[src/rtl/axi_lite_master_fsm_if.sv]
// AXI4-Lite signal bundle between the single-beat master and its bus slave.
// The master modport drives valids/readies toward the slave; the slave modport mirrors it.
interface axi_lite_master_fsm_if #(
  parameter int unsigned AXI_DATA_WIDTH = 32,
  parameter int unsigned AXI_ADDR_WIDTH = 64
);
  logic [AXI_ADDR_WIDTH-1:0]   araddr;
  logic                        arvalid;
  logic                        arready;
  logic [2:0]                  arprot;

  logic [AXI_DATA_WIDTH-1:0]   rdata;
  logic [1:0]                  rresp;
  logic                        rvalid;
  logic                        rready;

  logic [AXI_ADDR_WIDTH-1:0]   awaddr;
  logic                        awvalid;
  logic                        awready;
  logic [2:0]                  awprot;

  logic [AXI_DATA_WIDTH-1:0]   wdata;
  logic [AXI_DATA_WIDTH/8-1:0] wstrb;
  logic                        wvalid;
  logic                        wready;

  logic [1:0]                  bresp;
  logic                        bvalid;
  logic                        bready;

  modport master (
    output araddr, arvalid, arprot, rready,
    output awaddr, awvalid, awprot, wdata, wstrb, wvalid, bready,
    input  arready, rdata, rresp, rvalid, awready, wready, bresp, bvalid
  );

  modport slave (
    input  araddr, arvalid, arprot, rready,
    input  awaddr, awvalid, awprot, wdata, wstrb, wvalid, bready,
    output arready, rdata, rresp, rvalid, awready, wready, bresp, bvalid
  );
endinterface

[src/rtl/axi_lite_master_fsm.sv]
// Single-beat AXI4-Lite master: runs one AR/R or AW/W/B exchange per start request
// and pulses o_done once per completed beat for the upstream transfer stage.
module axi_lite_master_fsm #(
  parameter int unsigned AXI_DATA_WIDTH = 32,
  parameter int unsigned AXI_ADDR_WIDTH = 64
) (
  input  logic                      i_clk,
  input  logic                      i_arst,
  input  logic                      i_start_read,
  input  logic                      i_start_write,
  input  logic [AXI_ADDR_WIDTH-1:0] i_addr,
  input  logic [AXI_DATA_WIDTH-1:0] i_data,
  output logic                      o_done,
  output logic [AXI_DATA_WIDTH-1:0] o_data,
  output logic                      o_resp_err,
  axi_lite_master_fsm_if.master     bus
);

  typedef enum logic [2:0] {
    IDLE,
    RD_ADDR,
    RD_DATA,
    WR_REQ,
    WR_RESP,
    DONE
  } state_t;

  state_t                    state_q, state_d;
  logic [AXI_ADDR_WIDTH-1:0] addr_q, addr_d;
  logic [AXI_DATA_WIDTH-1:0] wdata_q, wdata_d;
  logic [AXI_DATA_WIDTH-1:0] rdata_q, rdata_d;
  logic                      err_q, err_d;
  logic                      aw_pend_q, aw_pend_d;
  logic                      w_pend_q, w_pend_d;

  always_ff @(posedge i_clk) begin
    if (i_arst) begin
      state_q   <= IDLE;
      addr_q    <= '0;
      wdata_q   <= '0;
      rdata_q   <= '0;
      err_q     <= 1'b0;
      aw_pend_q <= 1'b0;
      w_pend_q  <= 1'b0;
    end else begin
      state_q   <= state_d;
      addr_q    <= addr_d;
      wdata_q   <= wdata_d;
      rdata_q   <= rdata_d;
      err_q     <= err_d;
      aw_pend_q <= aw_pend_d;
      w_pend_q  <= w_pend_d;
    end
  end

  always_comb begin
    state_d   = state_q;
    addr_d    = addr_q;
    wdata_d   = wdata_q;
    rdata_d   = rdata_q;
    err_d     = err_q;
    aw_pend_d = aw_pend_q;
    w_pend_d  = w_pend_q;

    case (state_q)
      IDLE: begin
        // Write has priority when both requests are raised together.
        if (i_start_write) begin
          addr_d    = i_addr;
          wdata_d   = i_data;
          err_d     = 1'b0;
          aw_pend_d = 1'b1;
          w_pend_d  = 1'b1;
          state_d   = WR_REQ;
        end else if (i_start_read) begin
          addr_d  = i_addr;
          err_d   = 1'b0;
          state_d = RD_ADDR;
        end
      end

      RD_ADDR: begin
        if (bus.arready) begin
          state_d = RD_DATA;
        end
      end

      RD_DATA: begin
        if (bus.rvalid) begin
          rdata_d = bus.rdata;
          err_d   = bus.rresp[1];
          state_d = DONE;
        end
      end

      WR_REQ: begin
        // AW and W retire independently; leave once neither is still pending.
        aw_pend_d = aw_pend_q & ~bus.awready;
        w_pend_d  = w_pend_q & ~bus.wready;
        if (!aw_pend_d && !w_pend_d) begin
          state_d = WR_RESP;
        end
      end

      WR_RESP: begin
        if (bus.bvalid) begin
          err_d   = bus.bresp[1];
          state_d = DONE;
        end
      end

      DONE: begin
        state_d = IDLE;
      end

      default: begin
        state_d = IDLE;
      end
    endcase
  end

  // Every output is a register or a decode of the state register.
  assign bus.arvalid = (state_q == RD_ADDR);
  assign bus.araddr  = addr_q;
  assign bus.arprot  = 3'b000;
  assign bus.rready  = (state_q == RD_DATA);

  assign bus.awvalid = (state_q == WR_REQ) && aw_pend_q;
  assign bus.awaddr  = addr_q;
  assign bus.awprot  = 3'b000;
  assign bus.wvalid  = (state_q == WR_REQ) && w_pend_q;
  assign bus.wdata   = wdata_q;
  assign bus.wstrb   = '1;
  assign bus.bready  = (state_q == WR_RESP);

  assign o_done     = (state_q == DONE);
  assign o_resp_err = (state_q == DONE) && err_q;
  assign o_data     = rdata_q;

  // Only the SLVERR/DECERR bit of each response code matters here.
  logic unused_resp_lsb;
  assign unused_resp_lsb = bus.rresp[0] ^ bus.bresp[0];

  a_single_channel: assert property (@(posedge i_clk) disable iff (i_arst)
    !(bus.arvalid && bus.awvalid));

endmodule

[src/flat_wrapper.sv]
// flat-port wrapper written by rule: the top's interface ports become plain ports
module axi_lite_master_fsm_flat 
#(
  parameter int unsigned AXI_DATA_WIDTH = 32,
  parameter int unsigned AXI_ADDR_WIDTH = 64
)
  (i_clk, i_arst, i_start_read, i_start_write, i_addr, i_data, o_done, o_data, o_resp_err, bus_araddr, bus_arvalid, bus_arprot, bus_rready, bus_awaddr, bus_awvalid, bus_awprot, bus_wdata, bus_wstrb, bus_wvalid, bus_bready, bus_arready, bus_rdata, bus_rresp, bus_rvalid, bus_awready, bus_wready, bus_bresp, bus_bvalid);
  axi_lite_master_fsm_if #(.AXI_DATA_WIDTH(AXI_DATA_WIDTH), .AXI_ADDR_WIDTH(AXI_ADDR_WIDTH)) bus_i ();
  input  logic i_clk;
  input  logic i_arst;
  input  logic i_start_read;
  input  logic i_start_write;
  input  logic [AXI_ADDR_WIDTH-1:0] i_addr;
  input  logic [AXI_DATA_WIDTH-1:0] i_data;
  output logic o_done;
  output logic [AXI_DATA_WIDTH-1:0] o_data;
  output logic o_resp_err;
  output wire logic [$bits(bus_i.araddr)-1:0] bus_araddr;
  output wire logic [$bits(bus_i.arvalid)-1:0] bus_arvalid;
  output wire logic [$bits(bus_i.arprot)-1:0] bus_arprot;
  output wire logic [$bits(bus_i.rready)-1:0] bus_rready;
  output wire logic [$bits(bus_i.awaddr)-1:0] bus_awaddr;
  output wire logic [$bits(bus_i.awvalid)-1:0] bus_awvalid;
  output wire logic [$bits(bus_i.awprot)-1:0] bus_awprot;
  output wire logic [$bits(bus_i.wdata)-1:0] bus_wdata;
  output wire logic [$bits(bus_i.wstrb)-1:0] bus_wstrb;
  output wire logic [$bits(bus_i.wvalid)-1:0] bus_wvalid;
  output wire logic [$bits(bus_i.bready)-1:0] bus_bready;
  input wire logic [$bits(bus_i.arready)-1:0] bus_arready;
  input wire logic [$bits(bus_i.rdata)-1:0] bus_rdata;
  input wire logic [$bits(bus_i.rresp)-1:0] bus_rresp;
  input wire logic [$bits(bus_i.rvalid)-1:0] bus_rvalid;
  input wire logic [$bits(bus_i.awready)-1:0] bus_awready;
  input wire logic [$bits(bus_i.wready)-1:0] bus_wready;
  input wire logic [$bits(bus_i.bresp)-1:0] bus_bresp;
  input wire logic [$bits(bus_i.bvalid)-1:0] bus_bvalid;
  assign bus_araddr = bus_i.araddr;
  assign bus_arvalid = bus_i.arvalid;
  assign bus_arprot = bus_i.arprot;
  assign bus_rready = bus_i.rready;
  assign bus_awaddr = bus_i.awaddr;
  assign bus_awvalid = bus_i.awvalid;
  assign bus_awprot = bus_i.awprot;
  assign bus_wdata = bus_i.wdata;
  assign bus_wstrb = bus_i.wstrb;
  assign bus_wvalid = bus_i.wvalid;
  assign bus_bready = bus_i.bready;
  assign bus_i.arready = bus_arready;
  assign bus_i.rdata = bus_rdata;
  assign bus_i.rresp = bus_rresp;
  assign bus_i.rvalid = bus_rvalid;
  assign bus_i.awready = bus_awready;
  assign bus_i.wready = bus_wready;
  assign bus_i.bresp = bus_bresp;
  assign bus_i.bvalid = bus_bvalid;
  axi_lite_master_fsm #(.AXI_DATA_WIDTH(AXI_DATA_WIDTH), .AXI_ADDR_WIDTH(AXI_ADDR_WIDTH)) u_core (.i_clk(i_clk), .i_arst(i_arst), .i_start_read(i_start_read), .i_start_write(i_start_write), .i_addr(i_addr), .i_data(i_data), .o_done(o_done), .o_data(o_data), .o_resp_err(o_resp_err), .bus(bus_i));
endmodule
[config.mk]
export PLATFORM = sky130hd
export DESIGN_NAME = axi_lite_master_fsm_flat
export DESIGN_NICKNAME = d
export VERILOG_FILES = /design/src/rtl/axi_lite_master_fsm_if.sv /design/src/rtl/axi_lite_master_fsm.sv /design/src/flat_wrapper.sv
export SDC_FILE = /design/constraint.sdc
export NUM_CORES = 1
export LEC_CHECK = 0
export BUFFER_PORTS_ARGS = -buffer_cell sky130_fd_sc_hd__buf_2
export CORE_AREA = 2 2 134 136
export DETAILED_ROUTE_END_ITERATION = 16
export DIE_AREA = 0 0 136 138
export HOLD_SLACK_MARGIN = 0.1
export SKIP_CTS_REPAIR_TIMING = 1
export SLEW_MARGIN = 20
export SYNTH_ARGS = -nofsm -noshare
export SYNTH_HDL_FRONTEND = slang
export SYNTH_SLANG_ARGS = --single-unit
[constraint.sdc]
create_clock -name i_clk -period 1.7 [get_ports i_clk]
set_input_delay 0.085 -clock i_clk [delete_from_list [all_inputs] [get_ports i_clk]]
set_output_delay 0.085 -clock i_clk [all_outputs]
set_load 0.1 [all_outputs]
* Word-level counts from Yosys, hierarchy flattened *
Cells that the tools add are included.

word-level totals
  register bits = 134
  output and inout port bits = 209
  word-level logic and storage cells = 55

cells by class
  muxes and demuxes = 17
  equal/unequal tests = 11
  bitwise operators = 4
  reductions and logical operators = 16

operator list
  operator              number
  $mux W64              2
  $mux W3               6
  $pmux W3 S5           1
  $ne A2 B1 Y1 const B  4
  $reduce_and A2 Y1     4
  $eq A3 B2 Y1 const B  2
  $eq A3 B3 Y1 const B  2
  $mux W1               5
  $reduce_and A5 Y1     1
  $logic_and A1 B1 Y1   4
  $pmux W1 S2           2
  $reduce_and A4 Y1     1
  $reduce_bool A2 Y1    2
  $eq A3 B1 Y1 const B  1
  $logic_not A3 Y1      1
  $ne A3 B3 Y1 const B  1
  $pmux W1 S3           1
  $reduce_bool A3 Y1    1
  $and A1 B1 Y1         2
  $logic_not A1 Y1      2
  $ne A2 B2 Y1 const B  1
  $not A1 Y1            2

* Depth between registers and ports, before layout *
  word-level depth = 6
  mapped depth = 7
  gate-level depth less buffers = 4

* Least setup slack after synthesis *
OpenSTA, ideal clock, no wires.

  kind = reg-to-output
  from = reg u_core.state_q[0]
  to = out o_resp_err
  arrival = 3.740 ns
  stages on the path, launching flop included = 5
  slack = -2.125 ns
  required time = 1.615 ns
  cells stage by stage = dfxtp_1 > buf_2 > inv_1 > nor3b_1 > and2_1

on the way
  word-level cells in the longest chain between the ends = 2

ends and longest elaborated chain
  item                      line                        text
  start: declaration        axi_lite_master_fsm.sv:28   state_t state_q, state_d;
  start signal: assignment  axi_lite_master_fsm.sv:46   state_q <= state_d;
  $eq A3 B3 Y1              n/a
  via o_done                flat_wrapper.sv:15          output logic o_done;
  $logic_and A1 B1 Y1       axi_lite_master_fsm.sv:137  assign o_resp_err = (state_q == DONE) && err_q;
  end: declaration          flat_wrapper.sv:17          output logic o_resp_err;

The timed path passes the listed nets, and every way through them passes these cells.

* Final worst setup path *
  from = reg u_core.state_q[1]
  to = out bus_wvalid

on the way
  word-level cells in the longest chain between the ends = 2

ends and longest elaborated chain
  item                 line                        text
  $eq A3 B2 Y1         axi_lite_master_fsm.sv:131  assign bus.wvalid = (state_q == WR_REQ) && w_pend_q;
  $logic_and A1 B1 Y1  axi_lite_master_fsm.sv:131
  end: declaration     flat_wrapper.sv:27          output wire logic [$bits(bus_i.wvalid)-1:0] bus_wvalid;

No other way between the ends.

==> flow_results.xml <==
<?xml version="1.0" encoding="UTF-8"?>
<metrics>
  <group name="layout">
    <metric name="layout-drive-gt1-share" unit="%">36.47</metric>
    <metric name="areaGrowthSynthToFinish" unit="%">66.15</metric>
    <metric name="multi_input_comb_area" unit="sq um">1967</metric>
    <metric name="final_net_count" unit="">1222</metric>
    <metric name="regArea" unit="sq um">2689</metric>
    <metric name="finalNonFillerCells" unit="">1324</metric>
    <metric name="filler_cell_count" unit="">1715</metric>
    <metric name="final_core_util" unit="%">50.44</metric>
  </group>
  <group name="yosys">
    <metric name="synth-simple-area-share" unit="%">20.97</metric>
    <metric name="yosysSeqAreaShare" unit="%">50.40</metric>
    <metric name="synthXorXnorAreaFrac" unit="%">0</metric>
    <metric name="yosys.area_share.adder" unit="%">0</metric>
    <metric name="ys_dominant_reg_cell" unit="">sky130_fd_sc_hd__dfxtp_1</metric>
    <metric name="synth-compound-area-share" unit="%">14.15</metric>
    <metric name="post_synth_mux_area_share" unit="%">0</metric>
    <metric name="netlist_top_cells_area" unit="">sky130_fd_sc_hd__dfxtp_1 (50%), sky130_fd_sc_hd__nand2_1 (18%), sky130_fd_sc_hd__a21oi_1 (13%), sky130_fd_sc_hd__buf_4 (10%), sky130_fd_sc_hd__clkbuf_1 (2.0%)</metric>
    <metric name="synthesis.area_per_instance" unit="sq um">7.748</metric>
    <metric name="synth-warning-count" unit="">0</metric>
    <metric name="synth_cell_types" unit="">30</metric>
    <metric name="synth_top_family_by_area" unit="">simple AND/OR/NAND/NOR gates</metric>
    <metric name="synth-edff-count" unit="">0</metric>
    <metric name="netlist_instances" unit="">687</metric>
    <metric name="synth-seq-cells" unit="">134</metric>
    <metric name="synth.largest_area_cell" unit="">sky130_fd_sc_hd__dfxtp_1</metric>
    <metric name="synthMostInstantiatedCell" unit="">sky130_fd_sc_hd__nand2_1</metric>
    <metric name="synth_largest_type_area_fraction" unit="%">50.40</metric>
    <metric name="synth.cell_area" unit="sq um">5323</metric>
    <metric name="post_synth_most_frequent_cells" unit="">sky130_fd_sc_hd__nand2_1 (260), sky130_fd_sc_hd__dfxtp_1 (134), sky130_fd_sc_hd__a21oi_1 (133)</metric>
    <metric name="async_flop_share" unit="%">0</metric>
  </group>
  <group name="clocking">
    <metric name="tritoncts" unit="">done</metric>
    <metric name="num_cts_buffers" unit="">17</metric>
    <metric name="clock-sinks" unit="">134</metric>
    <metric name="max-clock-path-buffers" unit="">2</metric>
    <metric name="htree_num_levels" unit="">4</metric>
    <metric name="clk_pin_slew" unit="ns">0.05</metric>
    <metric name="clkLatencyLatePin" unit="ns">0.41</metric>
    <metric name="root_buffer" unit="">sky130_fd_sc_hd__clkbuf_16</metric>
  </group>
  <group name="timing">
    <metric name="slew_viol_final" unit="">0</metric>
    <metric name="setup_violations" unit="">0</metric>
    <metric name="final.min_clock_period" unit="ns">1.692</metric>
    <metric name="least_margin_pin_slew" unit="ns">0.5220</metric>
    <metric name="final_report_hold_violation_count" unit="">0</metric>
    <metric name="final.setup.worst_slack" unit="ns">0.008034</metric>
    <metric name="timing.max_slew.rel_slack" unit="%">65.44</metric>
    <metric name="clock-skew-final" unit="ns">0.007581</metric>
    <metric name="timing.fmax" unit="MHz">591.0</metric>
    <metric name="fraction_of_the_cycle_the_final_worst_path_needs" unit="%">99.53</metric>
  </group>
  <group name="setup_path">
    <metric name="cp_slowest_stage_delay" unit="ns">0.35</metric>
    <metric name="critical_setup_path_kind" unit="">reg -&gt; out</metric>
    <metric name="crit_path_max_fanout" unit="">6</metric>
    <metric name="critPathRequiredTime" unit="ns">1.62</metric>
    <metric name="crit_family" unit="">simple AND/OR/NAND/NOR gates</metric>
    <metric name="worstSetupEndpointType" unit="">primary output</metric>
    <metric name="worst_ep_arrival_time" unit="ns">1.61</metric>
    <metric name="cell_breakdown_of_the_critical_path" unit="">buf_4 -&gt; nor2b_1 -&gt; and3_1 -&gt; buf_12</metric>
    <metric name="setup.worst_path.start_class" unit="">flip-flop</metric>
    <metric name="critPathBufInv" unit="">2</metric>
    <metric name="critPathSlowestCell" unit="">sky130_fd_sc_hd__dfxtp_2</metric>
  </group>
  <group name="floorplan">
    <metric name="io-pin-count" unit="">350</metric>
    <metric name="design.core.area" unit="sq um">17530</metric>
    <metric name="initial_utilization" unit="%">30.36</metric>
    <metric name="rows" unit="">49</metric>
    <metric name="floorplan.die_area" unit="sq um">18770</metric>
    <metric name="chipWidth" unit="microns">136</metric>
    <metric name="fp.dieH" unit="microns">138</metric>
  </group>
  <group name="drt">
    <metric name="drt-vias-per-instance" unit="">4.387</metric>
    <metric name="wl_per_cell" unit="microns">13.39</metric>
    <metric name="via_count" unit="">5808</metric>
    <metric name="finalWirelength" unit="microns">17730</metric>
    <metric name="count_of_routing_violations_after_the_opening_detailed_route_iteration" unit="">210</metric>
    <metric name="ant_nets" unit="">0</metric>
    <metric name="drc_errors" unit="">0</metric>
    <metric name="drt_pass1_iterations" unit="">6</metric>
  </group>
  <group name="grt">
    <metric name="antenna_found_initial" unit="">2</metric>
    <metric name="grt_pass1_vias" unit="">4710</metric>
    <metric name="global_route.overflow_total" unit="">0</metric>
    <metric name="maximum_number_of_pins_on_one_net_before_global_route_repair" unit="">56</metric>
    <metric name="global_route_usage_over_all_layers" unit="%">16.46</metric>
    <metric name="grt_first_pass_wirelength" unit="microns">24340</metric>
  </group>
  <group name="placed_design">
    <metric name="number_of_placed_instances_taps_included" unit="">1158</metric>
    <metric name="routabilityCongestion" unit="">0.7760</metric>
    <metric name="io_buffer_count" unit="">337</metric>
    <metric name="dp.final_hpwl" unit="microns">11450</metric>
    <metric name="dp_worst_setup_slack" unit="ns">0.07091</metric>
  </group>
  <group name="power">
    <metric name="static-leakage-power" unit="nW">4.263</metric>
    <metric name="peakVddDrop" unit="V">0.001533</metric>
    <metric name="p_per_area" unit="nW/um^2">2046</metric>
  </group>
  <group name="run_status">
    <metric name="status" unit="">complete, no violations</metric>
  </group>
  <group name="run">
    <metric name="maxCapViolations" unit="">0</metric>
  </group>
  <group name="worst_hold_path">
    <metric name="min-delay-path-class" unit="">in -&gt; reg</metric>
  </group>
</metrics>
-- power by group --
part	switching, W	internal, W	total [W]	leakage (nW)
Clock	0.00138	0.00205	0.00343	0.270
Sequential	0.000419	0.00375	0.00417	1.10
Combinational	0.00866	0.00184	0.0105	2.90
-- sequential cells by signal, summed over array words and instances, names as in the netlist --
register           flops
u_core.bus.wdata      32
u_core.o_data         32
u_core.bus.araddr     64
u_core.err_q           1
u_core.state_q         3
u_core.aw_pend_q       1
u_core.w_pend_q        1
-- worst paths after layout --
kind | start | slack, ns | end | cells after the start
max | u_core.state_q[1] | 0.008 | bus_wvalid | 4
min | bus_arready | 0.08 | u_core.state_q[0] | 4
max reg2reg | u_core.state_q[2] | 0.11 | u_core.state_q[1] | 3
min reg2reg | u_core.o_data[17] | 0.45 | u_core.o_data[17] | 2
-- final cells by class --
type                    count  area share, %
multi-input cells         437          22.24
clock inverters            12          1.188
diodes                      1        0.02830
repair buffers            486          37.63
clock buffers              20          5.051
flip-flops and latches    134          30.40
inverters                   5         0.2122
well taps                 229          3.240
-- layer usage --
layer / share of wire (%) / track usage [%]
met3: 7.3 / 6.051
met4: 1.9 / 6.414
met1: 39 / 18.56
met5: 0.090 / 0
met2: 51 / 28.03
-- per-stage QoR --
step | setup TNS, ns | instance area (sq um) | hold slack [ns] | total power, W
after floorplan | -11.65 | 5428 | 0.2210 | 0.01311
after global placement | 0 | 6943 | 0.3258 | 0.01439
after detailed placement | 0 | 6943 | 0.3312 | 0.01444
after CTS | -0.6931 | 7495 | -0.1158 | 0.01793
after global routing | -0.09695 | 8843 | 0.1183 | 0.01887
final | 0 | 8843 | 0.07512 | 0.01810
-- cell families after synthesis --
logic type	after synthesis
DFF	134
and+or+nand+nor	281
other	2
AOI/OAI and AO/OA	146
buffers and inverters	124
-- cells in the final DEF, fill, tap and decap left out, types with 2 or more instances in the layout --
master,n
sky130_fd_sc_hd__clkinv_4,3
sky130_fd_sc_hd__conb_1,10
sky130_fd_sc_hd__dfxtp_2,2
sky130_fd_sc_hd__clkbuf_1,2
sky130_fd_sc_hd__nor2_1,3
sky130_fd_sc_hd__nand2_1,259
sky130_fd_sc_hd__clkbuf_16,17
sky130_fd_sc_hd__clkinv_2,5
sky130_fd_sc_hd__clkinvlp_4,2
sky130_fd_sc_hd__a21oi_1,133
sky130_fd_sc_hd__dfxtp_1,131
sky130_fd_sc_hd__nand2b_1,2
sky130_fd_sc_hd__dlygate4sd3_1,131
sky130_fd_sc_hd__buf_2,329
sky130_fd_sc_hd__nor3b_4,3
sky130_fd_sc_hd__buf_4,12
sky130_fd_sc_hd__buf_12,14
sky130_fd_sc_hd__inv_1,4
sky130_fd_sc_hd__o21ai_0,4
sky130_fd_sc_hd__nor2b_1,2
-- worst reg2reg max path, cell delays in order (launching register included) --
cell,delay [ns]
sky130_fd_sc_hd__dfxtp_2,0.40
sky130_fd_sc_hd__o311a_1,0.43
sky130_fd_sc_hd__or4_1,0.53
sky130_fd_sc_hd__a21oi_1,0.15
(Power assumes the default switching activity.)
